## src/rtl/mem_fill_arbiter_pkg.sv

```systemverilog
// Shared types for the cache refill arbiter.
// State/owner encodings and block address helpers.
package mem_fill_arbiter_pkg;

  typedef enum logic [1:0] {
    IDLE  = 2'd0,
    FILL  = 2'd1,
    DRAIN = 2'd2,
    DONE  = 2'd3
  } state_t;

  typedef enum logic {
    IC = 1'b0,
    DC = 1'b1
  } owner_t;

  localparam logic [15:0] BLOCK_MASK = 16'hFFF0;

  function automatic logic [15:0] word_addr(
    input logic [15:0] base,
    input logic [2:0]  idx
  );
    return base | {12'd0, idx, 1'b0};
  endfunction

endpackage

```

## src/rtl/fill_counter.sv

```systemverilog
// Word counter for a block refill.
// Flags the last word of the block.
module fill_counter #(
  parameter int W    = 3,
  parameter int LAST = 7
) (
  input  logic         clk,
  input  logic         rst,
  input  logic         inc,
  input  logic         clr,
  output logic [W-1:0] cnt,
  output logic         last
);

  always_ff @(posedge clk or negedge rst) begin
    if (!rst) begin
      cnt <= '0;
    end else if (clr) begin
      cnt <= '0;
    end else if (inc) begin
      cnt <= cnt + 1'b1;
    end
  end

  assign last = (cnt == W'(LAST));

endmodule

```

## src/rtl/mem_fill_arbiter.sv

```systemverilog
// Shares main memory between I-cache and D-cache:
// block refills plus write-through stores.
module mem_fill_arbiter
  import mem_fill_arbiter_pkg::*;
#(
  parameter int ADDR_W = 16,
  parameter int WORDS  = 8
) (
  input  logic              clk,
  input  logic              rst,
  input  logic              ic_miss,
  input  logic [ADDR_W-1:0] ic_addr,
  input  logic              dc_miss,
  input  logic [ADDR_W-1:0] dc_addr,
  input  logic              dc_wr,
  input  logic [ADDR_W-1:0] dc_wdata,
  output logic              dc_wr_ack,
  output logic              ic_fsm_busy,
  output logic              dc_fsm_busy,
  output logic              ic_write_data_array,
  output logic              dc_write_data_array,
  output logic              ic_write_tag_array,
  output logic              dc_write_tag_array,
  output logic [ADDR_W-1:0] fill_address,
  output logic [ADDR_W-1:0] fill_data,
  output logic              mem_enable,
  output logic              mem_wr,
  output logic [ADDR_W-1:0] mem_addr,
  output logic [ADDR_W-1:0] mem_data_in,
  input  logic [ADDR_W-1:0] mem_data_out,
  input  logic              mem_data_valid
);

  localparam int CNT_W = $clog2(WORDS);

  state_t            state, state_nx;
  owner_t            owner, last_grant, win;
  logic [ADDR_W-1:0] base;
  logic [1:0]        mask;
  logic              grant;
  logic              req_ic, req_dc;
  logic              busy, wda, tag;
  logic              iss_inc, rcv_inc;
  logic              iss_last, rcv_last;
  logic [CNT_W-1:0]  iss_cnt, rcv_cnt;

  fill_counter #(.W(CNT_W), .LAST(WORDS - 1)) u_iss (
    .clk  (clk),
    .rst  (rst),
    .inc  (iss_inc),
    .clr  (grant),
    .cnt  (iss_cnt),
    .last (iss_last)
  );

  fill_counter #(.W(CNT_W), .LAST(WORDS - 1)) u_rcv (
    .clk  (clk),
    .rst  (rst),
    .inc  (rcv_inc),
    .clr  (grant),
    .cnt  (rcv_cnt),
    .last (rcv_last)
  );

  assign req_ic = ic_miss & ~mask[0];
  assign req_dc = dc_miss & ~mask[1];

  always_comb begin
    state_nx     = state;
    grant        = 1'b0;
    win          = IC;
    busy         = 1'b0;
    wda          = 1'b0;
    tag          = 1'b0;
    iss_inc      = 1'b0;
    rcv_inc      = 1'b0;
    dc_wr_ack    = 1'b0;
    mem_enable   = 1'b0;
    mem_wr       = 1'b0;
    mem_addr     = '0;
    mem_data_in  = '0;
    fill_address = '0;
    fill_data    = '0;
    unique case (state)
      IDLE: begin
        if (dc_wr && rst) begin
          mem_enable  = 1'b1;
          mem_wr      = 1'b1;
          mem_addr    = dc_addr;
          mem_data_in = dc_wdata;
          dc_wr_ack   = 1'b1;
        end else if (req_ic || req_dc) begin
          grant    = 1'b1;
          state_nx = FILL;
          unique case (1'b1)
            req_ic && req_dc: win = owner_t'(~last_grant);
            req_dc && !req_ic: win = DC;
            req_ic && !req_dc: win = IC;
          endcase
        end
      end
      FILL: begin
        busy       = 1'b1;
        iss_inc    = 1'b1;
        mem_enable = 1'b1;
        mem_addr   = word_addr(base, iss_cnt);
        if (iss_last) state_nx = DRAIN;
      end
      DRAIN: begin
        busy = 1'b1;
        if (mem_data_valid && rcv_last) state_nx = DONE;
      end
      DONE: begin
        busy         = 1'b1;
        tag          = 1'b1;
        fill_address = base;
        state_nx     = IDLE;
      end
    endcase
    // Returned words land while issuing and while draining
    if (state == FILL || state == DRAIN) begin
      fill_address = word_addr(base, rcv_cnt);
      if (mem_data_valid) begin
        wda       = 1'b1;
        rcv_inc   = 1'b1;
        fill_data = mem_data_out;
      end
    end
  end

  always_ff @(posedge clk or negedge rst) begin
    if (!rst) begin
      state      <= IDLE;
      owner      <= IC;
      last_grant <= IC;
      base       <= '0;
      mask       <= '0;
    end else begin
      state <= state_nx;
      mask  <= '0;
      if (grant) begin
        owner      <= win;
        last_grant <= win;
        base       <= (win == DC ? dc_addr : ic_addr) & BLOCK_MASK;
      end
      // Finished cache's miss is still up for one cycle
      if (state == DONE) mask <= (owner == DC) ? 2'b10 : 2'b01;
    end
  end

  assign ic_fsm_busy         = busy & (owner == IC);
  assign dc_fsm_busy         = busy & (owner == DC);
  assign ic_write_data_array = wda  & (owner == IC);
  assign dc_write_data_array = wda  & (owner == DC);
  assign ic_write_tag_array  = tag  & (owner == IC);
  assign dc_write_tag_array  = tag  & (owner == DC);

endmodule

```

## config.mk

```make
export PLATFORM = sky130hd
export DESIGN_NAME = mem_fill_arbiter
export DESIGN_NICKNAME = d
export VERILOG_FILES = /design/src/rtl/mem_fill_arbiter_pkg.sv /design/src/rtl/fill_counter.sv /design/src/rtl/mem_fill_arbiter.sv
export SDC_FILE = /design/constraint.sdc
export NUM_CORES = 1
export LEC_CHECK = 0
export ABC_AREA = 1
export BUFFER_PORTS_ARGS = -buffer_cell sky130_fd_sc_hd__buf_2
export CORE_AREA = 2 2 52 102
export CTS_CLUSTER_DIAMETER = 100
export CTS_CLUSTER_SIZE = 16
export DETAILED_ROUTE_END_ITERATION = 16
export DIE_AREA = 0 0 54 104
export HOLD_SLACK_MARGIN = 0.08
export PLACE_DENSITY = 0.81
export SLEW_MARGIN = 20
export SYNTH_ARGS = -nofsm -noshare
export SYNTH_HDL_FRONTEND = slang
export SYNTH_SLANG_ARGS = --single-unit
```

## constraint.sdc

```tcl
create_clock -name clk -period 1.79 [get_ports clk]
set_input_delay 0.2685 -clock clk [delete_from_list [all_inputs] [get_ports clk]]
set_output_delay 0.2685 -clock clk [all_outputs]
set_load 0.05 [all_outputs]
```

Yosys cells after proc, flatten, opt, wreduce, memory -nomap -nowiden --
Index checks and enable logic that the tools add are counted.
Operators by class: bitwise gates (word level) 13, muxes and demuxes 35, add/subtract/negate cells 2, equal/unequal tests 9, reduce and logical (&&, ||, !) cells 14
Operators with widths (count):
- $mux W16 | 8
- $or A16 B4 Y16 | 2
- $pmux W16 S2 | 1
- $mux W1 | 13
- $mux W2 | 6
- $mux W3 | 4
- $and A1 B1 Y1 | 8
- $ne A2 B2 Y1 const B | 4
- $pmux W2 S4 | 1
- $add A3 B1 Y3 const B | 2
- $eq A3 B3 Y1 const B | 2
- $logic_and A1 B1 Y1 | 5
- $eq A2 B2 Y1 const B | 2
- $reduce_and A4 Y1 | 1
- $reduce_bool A2 Y1 | 2
- $not A1 Y1 | 3
- $pmux W1 S3 | 1
- $reduce_or A3 Y1 | 1
- $eq A2 B1 Y1 const B | 1
- $logic_not A1 Y1 | 2
- $logic_not A2 Y1 | 1
- $logic_or A1 B1 Y1 | 2
- $pmux W1 S2 | 1
Storage, ports and cells: output and inout port bits 73, flip-flop bits (word level) 23, bits of input ports 70, logic and storage cells 79

Depth between registers and ports, before layout --
depth in word-level cells 9, gate-level depth with buffers 11, depth with buffers taken out 10

Modules after synthesis --
Synthesis repeated with hierarchy kept, for this count alone.
Unflattened totals: cell total of the unflattened synthesis 312, area total of the unflattened synthesis 1903.1 sq um
By module, submodules not included:
- mem_fill_arbiter | instances 1, cells each 278, area an instance 1600.3 sq um
- fill_counter | instances 2, cells each 17, area an instance 151.4 sq um

Worst setup path after synthesis --
No wires, ideal clock.
path type register to output, from register state[1], to output port mem_addr[2], required time 1521 ps, cell stages (with the launch flop) 5, buffers on the path 0, arrival time 1914 ps, path slack -392 ps, cell sequence dfrtp_1 -> inv_1 -> ha_1 -> inv_1 -> o21ai_0
On the way: word-level cells in the longest chain between the ends 2, elaborated cells between the ends (all ways) 3, those cells by class eq/ne: 1; mux: 1; reduce/logical: 1
Ends and longest elaborated chain:
- from (decl) | RTL line mem_fill_arbiter.sv:36 | state_t state, state_nx;
- from (signal assigned) | RTL line mem_fill_arbiter.sv:139 | state <= state_nx;
- $eq A2 B1 Y1 or $logic_not A2 Y1 (tied branches) | RTL line mem_fill_arbiter.sv:84 | unique case (state)
- $pmux W16 S2 (*) | RTL line mem_fill_arbiter.sv:84
- to (decl) | RTL line mem_fill_arbiter.sv:28 | output logic [ADDR_W-1:0] mem_addr,
Mark *: on every way between the ends. The rest lies on a longest branch, timed or not.

Final worst setup path --
from register state[1], to output port mem_addr[4]
Same word-level chain as after synthesis.

==> flow_metrics.py <==
metrics = {
    "worst_setup_path": {
        "cp-start-kind": "register",
        "rr_startpoint": "state[0]$_DFFE_PN0P_",
        "crit_slowest_cell": "dfrtp_1",
        "cp_max_fo": 7,
        "crit_top_cell": "buf_6",
        "required_ns": 1.52,
        "cp-end-kind": "primary output",
        "worstPathArrival_ns": 1.70,
        "path_cells": "inv_2, buf_6, ha_4, clkinvlp_4, buf_12, o22ai_2, buf_6",
        "max_stage_delay_ns": 0.40,
        "worst-setup-path-type": "reg2out",
        "critPathBufInv": 5,
        "crit_family": "buffers and inverters",
        "startpoint": "state[1]$_DFFE_PN0P_",
    },
    "layout": {
        "layout_common_cells": "82 x inv_1, 67 x buf_2, 58 x buf_6, 53 x nand2_1, 41 x nor2_4",
        "final_common_cell": "inv_1",
        "syn_to_final_growth_pct": 122,
        "finalNonFillerCells": 535,
        "antennaDiodeCount": 0,
        "fillerInstances": 222,
        "drive_gt1_frac": 0.569,
        "nets": 558,
    },
    "routing": {
        "dr.pass1.iters": 5,
        "routed_wl_um": 9280,
        "routed_via_density": 5.11,
        "drc": 0,
        "wl_per_cell_um": 17.3,
        "ant_nets": 0,
        "num_vias": 2732,
        "drt-initial-drc-count": 91,
    },
    "global_routing": {
        "grt-ovfl-total": 0,
        "grt_usage": 0.269,
        "grt_pass1_vias": 2620,
        "antenna_found_initial": 0,
        "grt_pass1_wl_um": 11400,
        "grt_start_max_net_pins": 20,
    },
    "yosys": {
        "netlist_area_um2": 1910,
        "netlist_instances": 313,
        "synth_top_area_share": 0.302,
        "yosysUniqueCellTypes": 21,
        "synth_largest_area_cell": "dfrtp_1",
        "syn_nets": 392,
        "synthTopCellsByArea": "dfrtp_1 30%, inv_1 18%, nand2_1 12%",
        "syn-mean-instance-area_um2": 6.09,
        "yosysSeqAreaShare": 0.302,
        "yosysWarningCount": 0,
        "ys_ff_latch": 23,
    },
    "sta": {
        "fin_ws_ns": -0.181,
        "worst_clock_skew_ns": 0.00622,
        "max_freq_mhz": 507,
        "post-route-period-util": 1.10,
        "hold_viol": 0,
        "rsz0062_at_grt": "yes",
        "fin_crit_ns": 1.97,
        "setup_viol": 58,
        "slew_viol_final": 0,
    },
    "floorplan": {
        "initial_core_util": 0.392,
        "rows": 36,
        "die_w_um": 54,
        "die_h_um": 104,
        "ios": 143,
        "die-area_um2": 5620,
        "core_area_um2": 4860,
    },
    "placement": {
        "pre_cts_ws_ns": -0.140,
        "dpl.cell_count": 509,
        "post-dp-hpwl_um": 4720,
        "io_buffers": 137,
        "place_congestion": 0.806,
    },
    "outcome": {
        "status": "complete, but fails checks",
        "violations": "negative setup slack",
    },
    "clocking": {
        "htreeDepth": 1,
        "insertion_delay_ns": 0.27,
        "path_clk_slew_ns": 0.09,
        "cts_buffers": 3,
        "ctsRootBufferMaster": "clkbuf_8",
        "cts_tree": "yes",
        "ctsLongestPathBuffers": 2,
        "cts.sinks": 23,
    },
    "pwr": {
        "p_leak_nw": 2.29,
        "ir_worst_vdd_mv": 1.81,
        "powerDensity_nw_per_um2": 2030,
    },
    "min_path": {
        "hold_path.startpoint": "ic_addr[6]",
        "hold_path_class": "in2reg",
    },
    "flow_run": {
        "maxCapViolCount": 0,
    },
}
routing by layer:
metal / vias up / global-route usage / part of all wire / wire, um
li1: 1250 / - / - / -
met1: 1253 / 0.242 / 0.30 / 2790
met2: 185 / 0.545 / 0.58 / 5370
met3: 44 / 0.0144 / 0.061 / 567
met4: 0 / 0.118 / 0.059 / 552
met5: - / 0 / 0 / 0
worst reg2reg max path, cell delays in order (launching register included):
cell	delay (ns)
dfrtp_1	0.40
inv_2	0.09
ha_4	0.21
buf_6	0.14
nand2_8	0.09
buf_16	0.16
buf_6	0.12
mux2_2	0.33
nand2_1	0.07
inv_1	0.05
cell type report:
type	count	area, um2	area share
clock buffers	4	45.0	0.0106
inverters	93	369	0.0871
multi-input cells	181	1470	0.347
flip-flops and latches	23	576	0.136
well taps	57	71.3	0.0168
repair buffers	176	1700	0.401
repair inverters	1	7.51	0.00177
what timing repair did:
item                                   4_1_cts  5_1_grt
endpoints found under the hold margin       23        0
hold buffers                                 1        0
setup endpoints to repair                   67       85
resized for setup                          179      110
gates cloned                                 4        2
buffers inserted                            11        6
pin swaps                                   15        3
logic make-up after synthesis:
kind of cell,count (synthesis),share of synthesized area
mux,2,0.0118
simple gates,145,0.315
other cells,1,0.00197
flops,23,0.302
fa+ha+maj,9,0.0591
xor+xnor,1,0.00459
compound gates,23,0.0741
buf+inv,109,0.232
worst paths after layout:
kind                                                 end  slack, ns  cells past startpoint
worst max-delay path                         mem_addr[4]      -0.18                      7
worst min-delay path                 base[6]$_DFFE_PN0P_       0.31                      5
worst max register to register  u_rcv.cnt[2]$_DFFE_PN0P_       0.03                      9
worst min register to register      base[11]$_DFFE_PN0P_       0.49                      2
max in group asynchronous            base[8]$_DFFE_PN0P_       0.96                      3
min in group asynchronous              mask[0]$_DFF_PN0_       0.58                      3
per-stage QoR:
stage	setup TNS (ns)	total power [mW]	area [um2]	utilization	hold WS (ns)
after floorplan	-7.59	4.41	2070	-	-0.0271
final	-5.66	8.58	4240	0.871	0.310
after global placement	-0.644	5.44	2890	0.594	0.236
after global routing	-9.21	8.92	4240	0.871	0.331
after CTS	-2.66	7.52	3770	0.776	0.298
after detailed placement	-1.50	5.53	2890	0.594	0.239
synth_stat cells:
master and n:
a21oi_4 1, buf_2 5, buf_4 5, buf_6 1
clkbuf_1 5, conb_1 1, dfrtp_1 23, ha_1 9
inv_1 92, inv_2 1, mux2_2 2, nand2_1 63
nand3_1 14, nand3_2 1, nand4_1 12, nor2_1 54
o21ai_0 9, o21ai_1 1, o22ai_1 12, or2_2 1
xor2_1 1
sequential cells by signal, summed over array words and instances (netlist names):
signal      flops
base           12
last_grant      1
mask            2
state           2
u_iss.cnt       3
u_rcv.cnt       3
power breakdown:
part	internal (mW)	switching, mW
combinational	2.82	4.50
clock	0.159	0.174
sequential	0.750	0.175
total	3.73	4.85
Note: power is estimated with default switching activity, not from simulation.
